## src/rtl/serial_pattern_tx_pkg.sv

```systemverilog
// Shared constants for the serial pattern transmitter: FSM encoding,
// seven-segment codes (active-low, dp g f e d c b a) and digit enables.
package serial_pattern_tx_pkg;

  typedef enum logic [1:0] {
    IDLE = 2'd0,
    RUN  = 2'd1,
    DONE = 2'd2
  } state_t;

  localparam logic [7:0] SEG_0     = 8'hC0;
  localparam logic [7:0] SEG_1     = 8'hF9;
  localparam logic [7:0] SEG_2     = 8'hA4;
  localparam logic [7:0] SEG_3     = 8'hB0;
  localparam logic [7:0] SEG_4     = 8'h99;
  localparam logic [7:0] SEG_5     = 8'h92;
  localparam logic [7:0] SEG_6     = 8'h82;
  localparam logic [7:0] SEG_7     = 8'hF8;
  localparam logic [7:0] SEG_8     = 8'h80;
  localparam logic [7:0] SEG_9     = 8'h90;
  localparam logic [7:0] SEG_A     = 8'h88;
  localparam logic [7:0] SEG_B     = 8'h83;
  localparam logic [7:0] SEG_C     = 8'hC6;
  localparam logic [7:0] SEG_D     = 8'hA1;
  localparam logic [7:0] SEG_E     = 8'h86;
  localparam logic [7:0] SEG_F     = 8'h8E;
  localparam logic [7:0] SEG_BLANK = 8'hFF;

  localparam logic [7:0] AN_D0  = 8'b1111_1110;
  localparam logic [7:0] AN_D1  = 8'b1111_1101;
  localparam logic [7:0] AN_OFF = 8'hFF;

endpackage

```

## src/rtl/serial_pattern_tx_seg_hex_enc.sv

```systemverilog
// Combinational hex digit to seven-segment code, with a blank override.
module seg_hex_enc
  import serial_pattern_tx_pkg::*;
(
  input  logic [3:0] value,
  input  logic       blank,
  output logic [7:0] seg
);

  always_comb begin
    seg = SEG_BLANK;
    if (!blank) begin
      case (value)
        4'h0: seg = SEG_0;
        4'h1: seg = SEG_1;
        4'h2: seg = SEG_2;
        4'h3: seg = SEG_3;
        4'h4: seg = SEG_4;
        4'h5: seg = SEG_5;
        4'h6: seg = SEG_6;
        4'h7: seg = SEG_7;
        4'h8: seg = SEG_8;
        4'h9: seg = SEG_9;
        4'hA: seg = SEG_A;
        4'hB: seg = SEG_B;
        4'hC: seg = SEG_C;
        4'hD: seg = SEG_D;
        4'hE: seg = SEG_E;
        4'hF: seg = SEG_F;
      endcase
    end
  end

endmodule

```

## src/rtl/serial_pattern_tx.sv

```systemverilog
// Serial pattern transmitter: shifts a 16-bit switch pattern out MSB first,
// one bit per 2^PARA clocks, with a tick per new bit and a 2-digit display.
module serial_pattern_tx
  import serial_pattern_tx_pkg::*;
#(
  parameter int PARA = 24,
  parameter int SCAN = 16,
  parameter int LEN  = 16
) (
  input  logic           clk,
  input  logic           rst,
  input  logic [LEN-1:0] sw_i,
  input  logic           start_i,
  input  logic           loop_i,
  output logic           bit_o,
  output logic           valid_o,
  output logic           tick_o,
  output logic [LEN-1:0] led_o,
  output logic [7:0]     disp_seg_o,
  output logic [7:0]     disp_an_o
);

  localparam int IW = $clog2(LEN);
  localparam logic [IW-1:0] LAST_IDX = IW'(LEN - 1);

  state_t          state, state_next;
  logic            sync1, sync2, start_p;
  logic [PARA-1:0] bit_cnt, bit_cnt_next;
  logic [LEN-1:0]  shreg, shreg_next;
  logic [IW-1:0]   idx, idx_next;
  logic            bit_next, valid_next, tick_next;
  logic            end_of_bit, load, shift, reload, pat_end;
  logic [SCAN:0]   scan_cnt;
  logic            digit_sel;
  logic [3:0]      disp_val;
  logic [7:0]      seg_code;

  // Sync flops reset high so a button held through reset is not an edge.
  always_ff @(posedge clk or posedge rst) begin
    if (rst) begin
      sync1 <= 1'b1;
      sync2 <= 1'b1;
    end else begin
      sync1 <= start_i;
      sync2 <= sync1;
    end
  end

  assign start_p    = sync1 & ~sync2;
  assign end_of_bit = (state == RUN) && (bit_cnt == '1);
  assign load       = start_p;
  assign shift      = !start_p && end_of_bit && (idx != LAST_IDX);
  assign reload     = !start_p && end_of_bit && (idx == LAST_IDX) && loop_i;
  assign pat_end    = !start_p && end_of_bit && (idx == LAST_IDX) && !loop_i;

  always_ff @(posedge clk or posedge rst) begin
    if (rst) state <= IDLE;
    else     state <= state_next;
  end

  always_comb begin
    state_next = state;
    if (start_p)      state_next = RUN;
    else if (pat_end) state_next = DONE;
  end

  always_comb begin
    shreg_next   = shreg;
    idx_next     = idx;
    bit_cnt_next = bit_cnt;
    bit_next     = bit_o;
    valid_next   = valid_o;
    tick_next    = 1'b0;
    if (state == RUN) bit_cnt_next = bit_cnt + 1'b1;
    if (load || reload) begin
      shreg_next   = sw_i;
      idx_next     = '0;
      bit_cnt_next = '0;
      bit_next     = sw_i[LEN-1];
      valid_next   = 1'b1;
      tick_next    = 1'b1;
    end else if (shift) begin
      shreg_next = {shreg[LEN-2:0], 1'b0};
      idx_next   = idx + 1'b1;
      bit_next   = shreg[LEN-2];
      tick_next  = 1'b1;
    end else if (pat_end) begin
      valid_next = 1'b0;
      bit_next   = 1'b0;
    end
  end

  always_ff @(posedge clk or posedge rst) begin
    if (rst) begin
      shreg   <= '0;
      idx     <= '0;
      bit_cnt <= '0;
      bit_o   <= 1'b0;
      valid_o <= 1'b0;
      tick_o  <= 1'b0;
    end else begin
      shreg   <= shreg_next;
      idx     <= idx_next;
      bit_cnt <= bit_cnt_next;
      bit_o   <= bit_next;
      valid_o <= valid_next;
      tick_o  <= tick_next;
    end
  end

  assign led_o = (state == RUN) ? shreg : '0;

  // Digit 0 shows the current bit, digit 1 the bit index.
  assign digit_sel = scan_cnt[SCAN];
  assign disp_val  = digit_sel ? 4'(idx) : {3'b000, bit_o};

  seg_hex_enc u_seg_hex_enc (
    .value (disp_val),
    .blank (state != RUN),
    .seg   (seg_code)
  );

  always_ff @(posedge clk or posedge rst) begin
    if (rst) begin
      scan_cnt   <= '0;
      disp_an_o  <= AN_OFF;
      disp_seg_o <= SEG_BLANK;
    end else begin
      scan_cnt   <= scan_cnt + 1'b1;
      disp_an_o  <= digit_sel ? AN_D1 : AN_D0;
      disp_seg_o <= seg_code;
    end
  end

endmodule

```

## config.mk

```make
export PLATFORM = sky130hd
export DESIGN_NAME = serial_pattern_tx
export DESIGN_NICKNAME = d
export VERILOG_FILES = /design/src/rtl/serial_pattern_tx_pkg.sv /design/src/rtl/serial_pattern_tx_seg_hex_enc.sv /design/src/rtl/serial_pattern_tx.sv
export SDC_FILE = /design/constraint.sdc
export NUM_CORES = 1
export LEC_CHECK = 0
export CAP_MARGIN = 10
export CORE_UTILIZATION = 59
export DETAILED_ROUTE_END_ITERATION = 6
export PLACE_DENSITY = 0.84
export SLEW_MARGIN = 10
export SYNTH_ARGS = -nofsm -noshare
export SYNTH_HDL_FRONTEND = slang
export SYNTH_SLANG_ARGS = --single-unit
```

## constraint.sdc

```tcl
create_clock -name clk -period 3.6 [get_ports clk]
set_clock_uncertainty 0.2 [all_clocks]
set_input_delay 0.36 -clock clk [delete_from_list [all_inputs] [get_ports clk]]
set_output_delay 0.36 -clock clk [all_outputs]
set_load 0.01 [all_outputs]
```

# Word-level counts from Yosys, hierarchy flattened

Memories as Yosys holds them, arrays and structs flattened.
Index checks and enable logic that the tools add are counted.

Add/subtract/negate cells: 3
Equality and inequality tests: 6
Mux-type cells: 19
Bitwise operators: 2
Reductions and logical operators: 15

Operators by type and width:

| cell                    | count |
|---|---|
| $mux W16                | 3 |
| $mux W24                | 2 |
| $add A24 B1 Y24 const B | 1 |
| $eq A24 B24 Y1 const B  | 1 |
| $add A17 B1 Y17 const B | 1 |
| $mux W4                 | 3 |
| $mux W8                 | 1 |
| $reduce_bool A2 Y1      | 4 |
| $mux W1                 | 7 |
| $logic_and A1 B1 Y1     | 6 |
| $mux W2                 | 3 |
| $add A4 B1 Y4 const B   | 1 |
| $eq A4 B4 Y1 const B    | 1 |
| $ne A2 B1 Y1 const B    | 2 |
| $ne A4 B4 Y1 const B    | 1 |
| $reduce_bool A3 Y1      | 1 |
| $eq A2 B1 Y1 const B    | 1 |
| $logic_not A1 Y1        | 2 |
| $reduce_and A2 Y1       | 1 |
| $and A1 B1 Y1           | 1 |
| $logic_or A1 B1 Y1      | 1 |
| $not A1 Y1              | 1 |

Bits in registers: 79
ROM bits: 112
Output and inout port bits: 35
Logic and storage cells: 58
Memories: 1

Memory list:

| memory          | words | bits a word | rd ports | clocked after Yosys merged registers in | write ports | RTL line                            | text |
|---|---|---|---|---|---|---|---|
| (no name shown) | 16    | 7           | 1        | 0                                       | 0           | serial_pattern_tx_seg_hex_enc.sv:13 | `case (value)` |

# Depth between registers and ports, before layout

Gate-level depths: netlist of run 1.

Word-level depth: 9
Gate-level depth with buffers: 8

# Hierarchy

A second synthesis of run 1 with hierarchy kept.

Cells, all modules: 376
Area, all modules: 3926.3 µm²

By module, submodules not included:

| module            | instances | cells an instance | area each (µm²) | sequential area each (µm²) |
|---|---|---|---|---|
| serial_pattern_tx | 1         | 339               | 3616.0          | 1966.9 |
| seg_hex_enc       | 1         | 37                | 310.3           | 0.0 |

# Least setup slack after synthesis of run 1

Ideal clock, no wire load.

Kind: flip-flop to flip-flop
Start: register bit_cnt[0]
End: register bit_o
Setup time: 0.131 ns
Arrival time: 2.060 ns
Required time: 3.269 ns
Slack: 1.209 ns
Stages on the path, launching flop included: 7
Cells stage by stage: dfrtp_1 ha_1 nand2_1 or4_4 or4_4 and3_1 or3_1

Longest elaborated chain between the ends: 7

RTL lines:

| what                                                           | RTL line                                                                  | text |
|---|---|---|
| start, declared                                                | serial_pattern_tx.sv:28                                                   | `logic [PARA-1:0] bit_cnt, bit_cnt_next;` |
| start signal, assigned                                         | serial_pattern_tx.sv:104                                                  | `bit_cnt <= bit_cnt_next;` |
| $eq A24 B24 Y1 *                                               | serial_pattern_tx.sv:50                                                   | `assign end_of_bit = (state == RUN) && (bit_cnt == '1);` |
| $logic_and A1 B1 Y1 *                                          | serial_pattern_tx.sv:50                                                   |  |
| $logic_and A1 B1 Y1 *                                          | serial_pattern_tx.sv:52, serial_pattern_tx.sv:53, serial_pattern_tx.sv:54 |  |
| $logic_and A1 B1 Y1                                            | serial_pattern_tx.sv:53, serial_pattern_tx.sv:54                          |  |
| $logic_and A1 B1 Y1                                            | serial_pattern_tx.sv:53                                                   | `assign reload = !start_p && end_of_bit && (idx == LAST_IDX) && loop_i;` |
| $logic_or A1 B1 Y1                                             | serial_pattern_tx.sv:75                                                   | `if (load \|\| reload) begin` |
| $reduce_bool A3 Y1 (no line) / $mux W1 (equally long branches) | -                                                                         |  |
| end signal, assigned                                           | serial_pattern_tx.sv:105                                                  | `bit_o <= bit_next;` |
| end, declared                                                  | serial_pattern_tx.sv:15                                                   | `output logic bit_o,` |

Every way passes the cells marked *; elsewhere a longest branch is shown, timed or not.
A chain may end at the register's enable or synchronous reset.

# Final worst setup path of run 1

Start: register bit_cnt[0]
End: register shreg[1]

Longest elaborated chain between the ends: 7

RTL lines:

| what                                                  | RTL line                                         | text |
|---|---|---|
| $eq A24 B24 Y1 *                                      | serial_pattern_tx.sv:50                          |  |
| $logic_and A1 B1 Y1 *                                 | serial_pattern_tx.sv:50                          |  |
| $logic_and A1 B1 Y1 *                                 | serial_pattern_tx.sv:52, serial_pattern_tx.sv:53 |  |
| $logic_and A1 B1 Y1 (2 in a row)                      | serial_pattern_tx.sv:53                          |  |
| $logic_or A1 B1 Y1                                    | serial_pattern_tx.sv:75                          |  |
| $mux W16 / $reduce_bool A2 Y1 (equally long branches) | -                                                |  |
| end signal, assigned                                  | serial_pattern_tx.sv:102                         | `shreg <= shreg_next;` |
| end, declared                                         | serial_pattern_tx.sv:29                          | `logic [LEN-1:0] shreg, shreg_next;` |

Marked as above.

==> results of run 1 <==
[final cells by class]
cell class                      instances  area [um2]  share of cell area (%)
Clock inverter                          2       35.03                  0.7773
Sequential cell                        77        1941                   43.06
Tap cell                               75       93.84                   2.082
Inverter                               19       71.32                   1.582
Multi-Input combinational cell        260        1715                   38.06
Clock buffer                           14       142.6                   3.165
Timing Repair Buffer                   52       508.0                   11.27
[stage by stage]
| stage | cell area (um2) | utilization [%] | cells |
|---|---|---|---|
| after floorplan | 3839 | - | 375 |
| after global placement | 4329 | 71.02 | 483 |
| after detailed placement | 4329 | 71.02 | 483 |
| after CTS | 4507 | 73.93 | 499 |
| after global routing | 4507 | 73.93 | 499 |
| final | 4507 | 73.93 | 499 |
[worst max-delay path, delay by kind of cell, from the launching register on]
family / cells / cell delay, ps
AOI/OAI and AO/OA: 2 / 740
adders and majority gates: 1 / 210
DFF: 1 / 400
and+or+nand+nor: 3 / 1100
[layer usage]
metal,vias up,wire length (um),GRT usage [%]
met1,1386,3412,30.42
met4,0,116,10.00
met3,11,235,4.505
li1,1362,-,-
met2,58,3662,40.58
met5,-,0,0
[final timing paths]
| check | to | slack, ps |
|---|---|---|
| worst max-delay path | shreg[1] | 820 |
| worst min-delay path | scan_cnt[3] | 180 |
| worst max register to register | shreg[1] | 820 |
| worst min register to register | sync2 | 180 |
| max in group asynchronous | sync2 | 2230 |
| min in group clk | sync2 | 180 |
[placed cells by master, fill, tap and decap left out, drive strengths merged, types with 3 or more instances in the layout]
cell type	n
clkbuf	14
mux2	3
nor2	36
clkdlybuf4s50	47
dfstp	11
a21oi	6
nor3	13
nand2	23
nand3	16
nand4	15
buf	5
ha	9
and2	31
inv	19
xnor2	29
o21ai	8
xor2	10
nor4	5
a221o	15
conb	7
nand2b	3
dfrtp	66
and4	3
or2	3
[report_power, final]
part	internal (W)	switching, W	total, W
clock network	0.000321	0.000296	0.000617
registers	0.000917	0.0000391	0.000956
logic	0.000138	0.000113	0.000251
total	0.00138	0.000448	0.00182
[sequential cells by signal (all words and copies together) (netlist names)]
register	count
state	2
scan_cnt	17
disp_seg_o	7
bit_o	1
tick_o	1
valid_o	1
bit_cnt	24
idx	4
sync2	1
disp_an_o	2
sync1	1
shreg	16
[kinds of logic after synthesis]
group / after synthesis / share of synthesized area (%)
mux: 3 / 0.8852
simple gates: 160 / 22.92
fa+ha+maj: 9 / 2.951
xor+xnor: 39 / 8.951
other cells: 1 / 0.09827
buf+inv: 38 / 4.787
compound gates: 42 / 8.558
flops: 77 / 50.85
==> summary.md, run 1 <==
| Metric | Value |
|---|---|
| Placeable Area | approximately 0.0061 mm2 |
| Area leader, netlist | dfrtp_1 |
| # diodes | 0 |
| Most common cell in the netlist | dfrtp_1 |
| Launch point of the worst path | bit_cnt[0] |
| Root Driver | clkbuf_8 |
| Initial Utilization | 62.60% |
| Drt first-iter violations | 131 |
| Nets | ~450 |
| CP Capture Type | register |
| Initial antenna violation count | 0 |
| Vias per inst | 5.645 |
| Post-CTS resize count | 0 |
| Clk slew on worst S/H paths | ~70 ps |
| Setup CP Type | register to register |
| Pre-antenna DRT Iters | 5 |
| GRT Residual Overflow | 0 |
| DRT antenna net count | 0 |
| Status | finished clean |
| Vias post-DR | 2817 |
| Peak supply drop | ~0.30 mV |
| Worst-skew pair later-pin latency | about 340 ps |
| CTS tree | done |
| Final Cycle Share | 77.16% |
| Slew Limit Fails | 0 |
| Critical path cell sequence | ha_1 -> nand2_1 -> nor4_2 -> a31oi_2 -> and2_1 -> a221o_1 |
| RSZ-0062 raised after global routing | false |
| RR Startpoint | bit_cnt[0] |
| Core Rows | 28 |
| WP data arrival | roughly 2800 ps |
| Area of the die | a little under 0.007 mm2 |
| Placer Congestion | 0.8029 |
| First-pass GRT wire length | between 10 and 15 mm |
| Tmin final | 2778 ps |
| PD cells | 404.8 mW/mm2 |
| Worst min path class | primary input to asynchronous set/reset pin |
| Cell leakage power | ~1.9 nW |
| CTS Sinks | a little under 80 |
| Final hold vios | 0 |
| Top cells by count, synth | dfrtp_1 (66), nor2_1 (36), and2_1 (30), xnor2_1 (29), nand2_1 (23) |
| Routed WL | around 7.4 mm |
| Top cells by area, synth | dfrtp_1 (43%), dfstp_2 (7.6%), xnor2_1 (6.7%) |
| Synth Cell Area | about 0.0038 mm2 |
| Cell variety after synth | 50 |
| Ports | 55 |
| Clock Tree Buf Depth | 2 |
| Dpl ws | roughly 800 ps |
| Hold_buf cts | 0 |
| Half-perimeter wire length after placement | 5.363 mm |
| Slowest stage delay, CP | ~700 ps |
| Final setup margin | around 800 ps |
| Slew HR | 47.47% |
| WHS | roughly 180 ps |
| Least-Margin Pin Slew | 781.4 ps |
| Post-CTS setup buffer count | 0 |
| Worst path required time | 3630 ps |
| Synthesis-stage register bit count | 77 |
| Slowest cell on the critical path | nor4_2 |
| Cts bufs inserted | 9 |
| Fmax | between 0.3 and 0.4 GHz |
| Synth top area share | around 43% |
| Type of origin of the critical path | register |
| Post-synth EDFFs | 0 |
| Prevailing post-synth register cell | dfrtp_1 |
| Overall Power | around 0.0018 W |
| Syn avg cell area | about 10 um2 |
| Reg2Reg Depth | 6 |
| Synthesized instance count | 369 |
| Buffers on Ports | 47 |
| Syn-to-layout area delta | 18.10% |
| Vias in the first global route | around 2.7k |
| Die H | 82.43 um |
| Share of cells above drive strength 1 | between 8 and 9% |
| DRC | 0 |
| Yosys warnings | 0 |
| Fillers | ~430 |
| Setup-failing EPs final | 0 |
| Gr usage total | between 20% and 30% |
| Die X | 82.43 um |
| TNS Setup | 0 ps |
| Asr flop ratio synth | between 90% and 100% |
| Max-Cap Viols | 0 |
| Pin count of the biggest net entering global routing | 28 |
| Post-DR wirelength/cell | between 10 and 15 um |
| CP Max Fanout | 18 |
| Register area share after synthesis | about half |
| CTS H-tree depth | 3 |
Note: power is estimated with default switching activity, not from simulation.
==> inputs of run 2 (changes only) <==
- CORE_UTILIZATION: 59 -> 54
- PLACE_DENSITY: 0.84 -> 0.77
- clock period: 3.6 -> 2.9 ns (I/O delays scaled with it)
==> summary.md, run 2 (same netlist as run 1, synthesis figures left out) <==
| Metric | Value |
|---|---|
| Max-Cap Viols | 0 |
| Status | finished clean |
| Met1 Wirelength | around 3.5 mm |
| Final Cycle Share | roughly 88% |
| CTS Sinks | 77 |
| Setup CP Type | register to register |
| Ports | 55 |
| Slowest stage delay, CP | 510 ps |
| Post-DR wirelength/cell | ~14 um |
| Die H | about 86 um |
| Post-CTS setup buffer count | 0 |
| WHS | between 100 and 150 ps |
| Cts bufs inserted | 9 |
| Syn-to-layout area delta | 20.92% |
| Hold_buf cts | 0 |
| Crit path top cell by count | or4_4 |
| # diodes | 0 |
| Buffers on Ports | 47 |
| Buf/Inv on CP | 0 |
| Nets | ~450 |
| Final setup margin | about 360 ps |
| Placeable Area | a little under 0.007 mm2 |
| CTS H-tree depth | 3 |
| Most frequent cells in the layout | dfrtp_1 (66), clkdlybuf4s50_1 (47), nor2_1 (36) |
| Core Rows | 30 |
| Setup-failing EPs final | 0 |
| RSZ-0062 raised after global routing | false |
| Vias per inst | 5.384 |
| Initial antenna violation count | 0 |
| Root Driver | clkbuf_8 |
| Pin count of the biggest net entering global routing | around 80 |
| Peak supply drop | 0.3387 mV |
| Die X | about 86 um |
| Fmax | 0.3932 GHz |
| Leading cell type in the layout, fill and taps excluded | dfrtp_1 |
| Placer Congestion | approximately 0.8 |
| GRT Residual Overflow | 0 |
| CP Max Fanout | 5 |
| Top Layer Used | met4 |
| Worst min path class | primary input to asynchronous set/reset pin |
| Drt first-iter violations | roughly 130 |
| Post-CTS resize count | 0 |
| Critical path cell sequence | ha_1 -> nand2_1 -> or4_4 -> or4_4 -> and3_1 -> or3_1 |
| Met2 wire len | 3.561 mm |
| DRT antenna net count | 0 |
| DRC | 0 |
| Regs by FF count | bit_cnt (24), scan_cnt (17), shreg (16) |
| Slowest cell on the critical path | or4_4 |
| Share of cells above drive strength 1 | between 10 and 15% |
| Cell leakage power | a little under 2 nW |
| Pre-antenna DRT Iters | 4 |
| Reg2Reg Setup Slack | ~360 ps |
| Routed WL | 7.329 mm |
| Reg2Reg Depth | 6 |
| Vias post-DR | between 2k and 3k |
| Clock Tree Buf Depth | 2 |
| Largest reg by FF count | bit_cnt |
| Fillers | between 500 and 600 |
| CP Capture Type | register |
| Tmin final | approximately 2500 ps |
| CTS tree | done |
| Crit. path cell count | 6 |
| Vias in the first global route | approximately 2.6k |
| Dpl ws | ~390 ps |
| First-pass GRT wire length | approximately 12 mm |
| CP top delay family | simple AND/OR/NAND/NOR gates |
| Clk slew on worst S/H paths | 80 ps |
| Half-perimeter wire length after placement | roughly 4.9 mm |
| Slew HR | between 50% and 60% |
| Slew Limit Fails | 0 |
| WP data arrival | 2560 ps |
| Area of the die | 0.007407 mm2 |
| Type of origin of the critical path | register |
| Least-Margin Pin Slew | 717.2 ps |
| Final hold vios | 0 |
| Initial Utilization | approximately 56% |
| Post-layout util | between 60% and 70% |
| Max reg flops | 24 |
| Gr usage total | between 20% and 30% |
| PD cells | approximately 520 mW/mm2 |
| Met3 wire len | 202 um |
| Worst path required time | approximately 2900 ps |
| Worst-skew pair later-pin latency | about 340 ps |
| TNS Setup | 0 ps |
-- run 2: cell type report --
cell class	count	area [um2]	share of cell area (%)
Tap cell	96	120.1	2.603
Clock buffer	11	141.4	3.064
Inverter	19	71.32	1.546
Sequential cell	77	1941	42.06
Multi-Input combinational cell	260	1715	37.17
Clock inverter	5	75.07	1.627
Timing Repair Buffer	56	550.5	11.93
-- run 2: metal layers --
layer  up-vias  global-route usage, %
li1       1363                      -
met1      1404                  30.15
met2        49                  32.90
met3         5                  3.272
met4         0                  7.879
met5         -                      0
-- run 2: stage by stage --
step	total power, W	instance area, um2	std cells
after floorplan	0.001380	3839	375
after global placement	0.001510	4398	508
after detailed placement	0.001521	4398	508
after CTS	0.002399	4614	524
after global routing	0.002475	4614	524
final	0.002383	4614	524
-- run 2: where the power goes --
part / total (W) / switching, W / internal (W)
clock network: 0.000883 / 0.000379 / 0.000505
logic: 0.000313 / 0.000140 / 0.000173
registers: 0.00119 / 0.0000489 / 0.00114
-- run 2: final timing paths --
check,start,end
min in group clk,start_i,sync1
max,bit_cnt[0],bit_o
min reg2reg,sync1,sync2
max reg2reg,bit_cnt[0],bit_o
min,rst,bit_cnt[15]
max in group asynchronous,rst,sync1
-- run 2: worst reg2reg max path, delay by kind of cell (launching register included) --
| kind | cells | cell delay, ps |
|---|---|---|
| fa+ha+maj | 1 | 210 |
| flops | 1 | 410 |
| simple gates | 5 | 1600 |
==> inputs of run 3 (changes only) <==
- CAP_MARGIN: 10 -> 25
- REMOVE_ABC_BUFFERS: unset -> 1
- SLEW_MARGIN: 10 -> 15
==> summary.md, run 3 (same netlist as run 1, synthesis figures left out) <==
| Metric | Value |
|---|---|
| Post-CTS resize count | 0 |
| Pin count of the biggest net entering global routing | 34 |
| Critical R2R Capture | shreg[12] |
| RSZ-0062 raised after global routing | false |
| Area after DPL | 0.004413 mm2 |
| Die X | approximately 86 um |
| Least-Margin Pin Slew | 785.8 ps |
| Die H | approximately 86 um |
| Final Instance Count excl. Fillers | about 530 |
| Worst min path class | primary input to asynchronous set/reset pin |
| Clk slew on worst S/H paths | ~80 ps |
| Hold_buf cts | 0 |
| Slew HR | between 40% and 50% |
| Cts bufs inserted | 9 |
| Final setup margin | roughly 360 ps |
| Half-perimeter wire length after placement | roughly 5.4 mm |
| Placer Congestion | roughly 0.8 |
| CP Max Fanout | 18 |
| Leading cell type in the layout, fill and taps excluded | dfrtp_1 |
| DRC | 0 |
| Max-Cap Viols | 0 |
| Post-DR wirelength/cell | 15.02 um |
| Top Layer Used | met4 |
| Final hold vios | 0 |
| TNS Setup | 0 ps |
| Reg2Reg Setup Slack | ~360 ps |
| Vias in the first global route | about 2.7k |
| RR Startpoint | bit_cnt[12] |
| Most frequent cells in the layout | dfrtp_1 (66), clkdlybuf4s50_1 (47), nor2_1 (36) |
| Post-CTS setup buffer count | 0 |
| Final Cycle Share | approximately 88% |
| Initial antenna violation count | 0 |
| Met3 wire len | around 260 um |
| Max reg flops | 24 |
| Area of the die | 0.007407 mm2 |
| Tmin final | around 2500 ps |
| Initial Utilization | 56.17% |
| Buffers on Ports | 47 |
| Worst-skew pair later-pin latency | between 300 and 400 ps |
| Routed WL | between 7 and 8 mm |
| Ports | 55 |
| Met2 wire len | between 3 and 4 mm |
| Regs by FF count | bit_cnt (24), scan_cnt (17), shreg (16) |
| Slew Limit Fails | 0 |
| Setup CP Type | register to register |
| Dpl ws | 388.1 ps |
| Met1 Wirelength | 3.578 mm |
| DRT antenna net count | 0 |
| WP data arrival | 2580 ps |
| Largest reg by FF count | bit_cnt |
| Status | finished clean |
| Syn-to-layout area delta | 21.54% |
| Share of cells above drive strength 1 | between 10% and 20% |
| CTS tree | done |
| CTS Sinks | 77 |
| # diodes | 0 |
| Setup-failing EPs final | 0 |
| Placeable Area | a little under 0.007 mm2 |
| Nets | 454 |
| Type of origin of the critical path | register |
| Peak supply drop | about 0.32 mV |
| Root Driver | clkbuf_8 |
| CTS H-tree depth | 3 |
| Fmax | 0.3934 GHz |
| Dpl cells | 510 |
| Pre-antenna DRT Iters | 5 |
| Gr usage total | around 23% |
| First-pass GRT wire length | approximately 13 mm |
| Core Rows | 30 |
| Reg2Reg Depth | 5 |
| GRT Residual Overflow | 0 |
| PD cells | between 500 and 600 mW/mm2 |
| Final instance area | around 0.0046 mm2 |
| Vias post-DR | roughly 2.8k |
| Cell leakage power | 1.971 nW |
| CP Capture Type | register |
| Vias per inst | 5.407 |
| Drt first-iter violations | around 160 |
| Worst path required time | 2940 ps |
| Clock Tree Buf Depth | 2 |
| WHS | 72.31 ps |
==> run 3: cell count changes in the layout (fill, tap and decap cells not counted), sizes merged <==
cell,delta
clkbuf,+1
buf,+2
clkinv,-1
==> run 3: worst max-delay path by stage <==
stage / startpoint / end / slack [ps] / depth (start not counted)
6_report: bit_cnt[12] / shreg[12] / 360 / 5
5_1_grt: bit_cnt[12] / shreg[6] / 200 / 5
4_1_cts: bit_cnt[12] / shreg[6] / 360 / 5
3_5_place_dp: bit_cnt[12] / shreg[9] / 390 / 5
3_3_place_gp: bit_cnt[0] / bit_o / 480 / 6
2_1_floorplan: bit_cnt[0] / shreg[10] / 300 / 6
==> run 3: layer usage <==
metal | GRT usage (%) | vias up
met2 | 35.43 | 64
li1 | - | 1370
met5 | 0 | -
met1 | 30.86 | 1389
met3 | 3.272 | 21
met4 | 11.97 | 0
==> run 3: area by class of cell <==
type                            count  area (um2)
Multi-Input combinational cell    260        1715
Clock inverter                      4       70.07
Inverter                           19       71.32
Sequential cell                    77        1941
Fill cell                         500        2156
Tap cell                           96       120.1
Timing Repair Buffer               58       565.5
Clock buffer                       12       155.1
==> run 3: worst max-delay path, stage by stage (launching register included) <==
cell and delay, ps:
dfrtp_1 440, nand4_1 170, nor4_1 590, a31oi_2 460
and2_1 300, a221o_1 260
==> run 3: per-stage QoR <==
| stage | power, W | utilization [%] |
|---|---|---|
| floorplan | 0.001370 | - |
| global placement | 0.001513 | 64.95 |
| detailed placement | 0.001523 | 64.95 |
| CTS | 0.002435 | 68.27 |
| global route | 0.002514 | 68.27 |
| finish | 0.002426 | 68.27 |
==> run 3: power breakdown <==
| group | internal [W] | leakage, nW | total (W) | switching, W |
|---|---|---|---|---|
| combinational | 0.000175 | 0.877 | 0.000316 | 0.000141 |
| sequential | 0.00114 | 0.978 | 0.00119 | 0.0000511 |
| clock | 0.000530 | 0.116 | 0.000922 | 0.000392 |
